[src/rtl/rs232_rx.sv]
// 8N1 serial receiver with 16x oversampling and 3-sample majority voting.
// Received bytes are presented through a single-entry valid/ready holding register.
module rs232_rx #(
  parameter int unsigned CLK_HZ = 48_000_000,
  parameter int unsigned BAUD   = 115_200,
  parameter int unsigned DIV    = CLK_HZ / (BAUD * 16)
) (
  input  logic       clk,
  input  logic       reset_n,
  input  logic       rx232,
  output logic [7:0] rx_data,
  output logic       rx_valid,
  input  logic       rx_ready,
  output logic       frame_err,
  output logic       overrun,
  input  logic       ovr_clr
);

  localparam int unsigned PW = (DIV > 1) ? $clog2(DIV) : 1;

  typedef enum logic [2:0] {StIdle, StStart, StData, StStop, StBreak} state_e;

  state_e          state_q, state_d;
  logic            rx_meta_q, rxs_q;
  logic [PW-1:0]   pcnt_q, pcnt_d;
  logic [3:0]      tcnt_q, tcnt_d;
  logic [3:0]      bidx_q, bidx_d;
  logic            s7_q, s7_d, s8_q, s8_d;
  logic [7:0]      shift_q, shift_d;
  logic [7:0]      rx_data_q, rx_data_d;
  logic            rx_valid_q, rx_valid_d;
  logic            frame_err_q, frame_err_d;
  logic            overrun_q, overrun_d;

  logic            tick;
  logic            vote_now;
  logic            wrap;
  logic            vote;
  logic            good_stop;
  logic [2:0]      bpos;

  assign tick     = (state_q != StIdle) && (pcnt_q == PW'(DIV - 1));
  assign vote_now = tick && (tcnt_q == 4'd9);
  assign wrap     = tick && (tcnt_q == 4'd15);
  // Third sample is taken live at the tick that ends tcnt 9.
  assign vote     = (s7_q & s8_q) | (s7_q & rxs_q) | (s8_q & rxs_q);
  assign bpos     = bidx_q[2:0] - 3'd1;

  // Prescaler, tick counter and vote samples.
  always_comb begin
    pcnt_d = pcnt_q;
    tcnt_d = tcnt_q;
    s7_d   = s7_q;
    s8_d   = s8_q;
    if (state_q == StIdle) begin
      pcnt_d = '0;
      tcnt_d = '0;
    end else if (tick) begin
      pcnt_d = '0;
      tcnt_d = tcnt_q + 4'd1;
      if (tcnt_q == 4'd7) s7_d = rxs_q;
      if (tcnt_q == 4'd8) s8_d = rxs_q;
    end else begin
      pcnt_d = pcnt_q + PW'(1);
    end
  end

  // Frame state machine.
  always_comb begin
    state_d     = state_q;
    bidx_d      = bidx_q;
    shift_d     = shift_q;
    good_stop   = 1'b0;
    frame_err_d = 1'b0;
    unique case (state_q)
      StIdle: begin
        if (!rxs_q) begin
          state_d = StStart;
          bidx_d  = 4'd0;
        end
      end
      StStart: begin
        if (vote_now && vote) begin
          state_d = StIdle;
        end else if (wrap) begin
          state_d = StData;
          bidx_d  = 4'd1;
        end
      end
      StData: begin
        if (vote_now) shift_d[bpos] = vote;
        if (wrap) begin
          bidx_d = bidx_q + 4'd1;
          if (bidx_q == 4'd8) state_d = StStop;
        end
      end
      StStop: begin
        if (vote_now) begin
          if (vote) begin
            // Leave mid-stop so a back-to-back start edge is caught.
            good_stop = 1'b1;
            state_d   = StIdle;
          end else begin
            frame_err_d = 1'b1;
            state_d     = StBreak;
          end
        end
      end
      StBreak: begin
        if (rxs_q) state_d = StIdle;
      end
      default: state_d = StIdle;
    endcase
  end

  // Holding register and overrun flag; a new overrun beats ovr_clr.
  always_comb begin
    rx_data_d  = rx_data_q;
    rx_valid_d = rx_valid_q;
    overrun_d  = overrun_q;
    if (ovr_clr) overrun_d = 1'b0;
    if (rx_valid_q && rx_ready) rx_valid_d = 1'b0;
    if (good_stop) begin
      if (!rx_valid_q || rx_ready) begin
        rx_data_d  = shift_q;
        rx_valid_d = 1'b1;
      end else begin
        overrun_d = 1'b1;
      end
    end
  end

  always_ff @(posedge clk or negedge reset_n) begin
    if (!reset_n) begin
      rx_meta_q   <= 1'b1;
      rxs_q       <= 1'b1;
      state_q     <= StIdle;
      pcnt_q      <= '0;
      tcnt_q      <= '0;
      bidx_q      <= '0;
      s7_q        <= 1'b1;
      s8_q        <= 1'b1;
      shift_q     <= '0;
      rx_data_q   <= '0;
      rx_valid_q  <= 1'b0;
      frame_err_q <= 1'b0;
      overrun_q   <= 1'b0;
    end else begin
      rx_meta_q   <= rx232;
      rxs_q       <= rx_meta_q;
      state_q     <= state_d;
      pcnt_q      <= pcnt_d;
      tcnt_q      <= tcnt_d;
      bidx_q      <= bidx_d;
      s7_q        <= s7_d;
      s8_q        <= s8_d;
      shift_q     <= shift_d;
      rx_data_q   <= rx_data_d;
      rx_valid_q  <= rx_valid_d;
      frame_err_q <= frame_err_d;
      overrun_q   <= overrun_d;
    end
  end

  assign rx_data   = rx_data_q;
  assign rx_valid  = rx_valid_q;
  assign frame_err = frame_err_q;
  assign overrun   = overrun_q;

endmodule

[config.mk]
export PLATFORM = sky130hd
export DESIGN_NAME = rs232_rx
export DESIGN_NICKNAME = d
export VERILOG_FILES = /design/src/rtl/rs232_rx.sv
export SDC_FILE = /design/constraint.sdc
export NUM_CORES = 1
export LEC_CHECK = 0
export ABC_AREA = 1
export CORE_MARGIN = 1.5
export CORE_UTILIZATION = 60
export DETAILED_ROUTE_END_ITERATION = 16
export DONT_BUFFER_PORTS = 1
export PLACE_DENSITY = 0.81
export SLEW_MARGIN = 20
export SYNTH_ARGS = -nofsm -noshare
export SYNTH_HDL_FRONTEND = slang
export SYNTH_SLANG_ARGS = --single-unit
[constraint.sdc]
create_clock -name clk -period 3.75 [get_ports clk]
set_clock_uncertainty 0.05 [all_clocks]
set_input_delay 0.9375 -clock clk [delete_from_list [all_inputs] [get_ports clk]]
set_output_delay 0.9375 -clock clk [all_outputs]
set_load 0.01 [all_outputs]
Word level (Yosys, flattened, before mapping)
Cells that the tools add are included.

cells by class
  equal/unequal tests = 18
  multiplexer cells = 33
  add/subtract/negate cells = 4
  bitwise gates (word level) = 6
  reductions and logical operators = 18
  order comparisons = 2

operator list
  cell                 number
  $mux 3               8
  $mux 4               6
  $eq 4x4->1 const B   4
  $pmux 3 s5           1
  $ne 2x2->1 const B   7
  $mux 1               13
  $pmux 4 s3           1
  $mux 5               2
  $add 4x1->4 const B  2
  $bwmux 8             1
  $eq 3x2->1 const B   2
  $logic_and 1x1->1    6
  $reduce_and 3->1     2
  $reduce_and 6->1     1
  $reduce_bool 3->1    2
  $add 5x1->5 const B  1
  $eq 5x5->1 const B   1
  $reduce_and 5->1     1
  $eq 4x3->1 const B   1
  $lt 3x4->1 const B   1
  $reduce_and 2->1     2
  $and 1x1->1          3
  $demux 1 s3          1
  $eq 3x1->1 const B   1
  10 further kinds     11

storage, ports and cells
  output and inout port bits = 11
  bits in registers = 39
  logic and storage cells = 94
  bits of input ports = 5

Longest topological paths before layout
  depth in word-level cells = 7
  depth in mapped cells = 11
  gate-level depth less buffers = 11

Worst setup path after synthesis
OpenSTA, ideal clock, no wires.

  path type = input-to-reg
  start point = in rx_ready
  end point = reg rx_data_q[0] (netlist: rx_data[0])
  library setup time = 0.121 ns
  data arrival time = 1.597 ns
  required time = 3.579 ns
  stages on the path = 4
  slack = 1.982 ns
  buffers on the path = 0
  cell sequence = nor2_1 nor2_4 nand2_1 nand2_1

between the ends
  word-level cells in the longest chain between the ends = 2

ends and longest elaborated chain
  what                               RTL line  RTL
  start, declared                    13        input logic rx_ready,
  $logic_or 1x1->1                   124       if (!rx_valid_q || rx_ready) begin
  $reduce_and 2->1 (no source line)  --
  end signal, assigned               158       rx_data_q <= rx_data_d;
  end, declared                      30        logic [7:0] rx_data_q, rx_data_d;

No other way between the ends.
A chain may end at the register's enable or synchronous reset.

Worst setup path in the final report
  start point = reg rx_data_q[5] (netlist: rx_data[5])
  end point = out rx_data[5]

RTL lines
  what           RTL line  RTL
  end, declared  11        output logic [7:0] rx_data,

No word-level cell between the ends.

==> results.md <==
- GRT Overall Usage: 21.4%
- Port Buf Inserts: 0
- Final period util: 47.5%
- Hold Buf Count CTS: 0
- Initial Utilization: 63.8%
- Sequential fraction of the synthesis area: 49.5%
- Ys Warns: 0
- Buffer count from post-CTS setup fixing: 0
- Remaining Overflow, GRT: 0
- Largest net degree at the start of global routing: 40
- Cts repair resizes: 0
- Register bit count reported by yosys: 39
- Pins Over Slew Limit: 0
- # diodes: 0
- Layout Nets: 248
- Most frequent cells in the layout: nand2_1, dfrtp_1, inv_1
- Die area: 3650 µm²
- Detailed placement HPWL: 2.36 mm
- Pwr per Cell Area: 363 nW/µm²
- FF-to-FF Start: pcnt_q[1]
- Final WS setup: 1.97 ns
- Setup crit end kind: output port
- Max Root-Sink Buffers: 2
- Least-Margin Pin Slew: 0.709 ns
- Crit path kind: reg2out
- Die extent in x: 60.5 µm
- First-pass GRT wire length: 5.75 mm
- Highest Clock Rate: 562 MHz
- Sink Count: 39
- Placed instance area: 2020 µm²
- Dpl cells: 273
- Site row count: 20
- Critical path peak fanout: 2
- Commonest non-fill, non-tap cell in the layout: nand2_1
- Setup violators final: 0
- Root buffer cell: clkbuf_4
- Hold Vio Cnt, Final: 0
- Reg clk slew, reported paths: 0.12 ns
- Core region area: 3100 µm²
- Setup crit start kind: flop
- Mapped Cells: 231
- Post-synth ARST share: 100%
- # IOs: 16
- VDD IR max: 0.227 mV
- Lkg Pwr: 1.03 nW
- Design Area, Final: 2130 µm²
- WP data arrival: 0.79 ns
- Vias in the first global route: 1,382
- Syn_nets: 243
- Place WS: 1.80 ns
- Avg Cell Area, Syn: 8.57 µm²
- CTS tree: built
- Drc violations: 0
- Clock Latency Late Sink: 0.35 ns
- First-pass DRT Iterations: 4
- Share of cells above drive strength 1: 13.5%
- Max cap viols: 0
- Synth Cell Area: 1980 µm²
- Overall power: 0.772 mW
- Final TNS setup: 0 ns
- Post-synth EDFFs: 0
- Max H-tree Level: 2
- Synth unique cells: 27
- GPL Wtd Cong: 0.862
- Number of vias per cell: 5.22
- Final Non-Filler Cells: 281
- Critical path data required time: 2.76 ns
- Hold Path Class: in2async
- Antenna violations before repair: 0
- P&R area growth vs syn: 7.33%
- Via count: 1,467
- Wire per inst: 11.7 µm
- Max_slew headroom: 52.5%
- Die Height: 60.5 µm
- Worst setup path start: rx_data[5]
- Final wirelength: 3.28 mm
- CTS buffer count: 5
- Clock period minus worst slack: 1.78 ns
- RSZ-0062 raised after global routing: no
- R2r setup slk: 1.99 ns
- Outcome: finished clean
- Post-route ant nets: 0
- Drt initial violations: 67
- Ys flop type: dfrtp_1
==> cell families (layout without fill, tap and decap cells) <==
kind of cell / count (synthesis) / after routing / share of synthesized area [%]
simple gates: 116 / 116 / 27.9
flops: 39 / 39 / 49.5
compound gates: 33 / 33 / 9.60
buf+inv: 31 / 37 / 6.38
fa+ha+maj: 7 / 7 / 4.42
xor+xnor: 5 / 5 / 2.21
==> Yosys cell counts, types with 3 or more instances <==
cell type  instances  area [µm²]
inv_1             24        90.1
dfstp_2            4         105
inv_2              4        15.0
o21ai_1            8        40.0
dfrtp_1           35         876
nor2_1            17        63.8
a21oi_1            3        15.0
nand3_1           22         110
o21ai_0           16        80.1
xnor2_1            4        35.0
nand2_2            4        25.0
nor2_2             4        25.0
ha_1               7        87.6
nand4_1            4        25.0
nand2_1           60         225
==> final cells by class <==
class                      count  area [µm²]
tap                           44        55.1
multi-input combinational    161         873
inverter                      29         111
clock buffer                   5        37.5
fill                         255         977
clock inverter                 3        67.6
sequential                    39         981
==> registers in the layout, summed over array words and instances, names as in the netlist <==
signal,count
rx_data,8
shift_q,8
pcnt_q,5
bidx_q,4
tcnt_q,4
state_q,3
frame_err,1
overrun,1
rx_meta_q,1
rx_valid,1
rxs_q,1
s7_q,1
s8_q,1
==> stage by stage <==
step,hold WS (ns),util (%)
finish,0.211,68.5
global route,0.172,68.5
CTS,0.200,68.5
detailed placement,0.299,65.1
global placement,0.297,65.1
floorplan,0.295,-
==> routing by layer <==
layer	share of wire (%)	vias to the layer above	GRT usage, %
met4	0.94	0	7.45
li1	-	754	-
met2	47	29	34.9
met1	48	681	27.2
met3	3.9	3	6.40
met5	0	-	0
==> final timing paths <==
path / endpoint / cells past startpoint
setup / recovery: rx_data[5] / 0
hold / removal: overrun / 0
setup reg to reg: bidx_q[2] / 9
hold reg to reg: rxs_q / 0
max in group asynchronous: s7_q / 0
min in group clk: rxs_q / 0
==> power breakdown <==
part,total (mW),switching (mW),internal (mW)
registers,0.423,0.000623,0.423
clock network,0.347,0.140,0.207
logic,0.00107,0.000870,0.000194
total,0.772,0.142,0.630
Power figures use the tool's default switching activity.
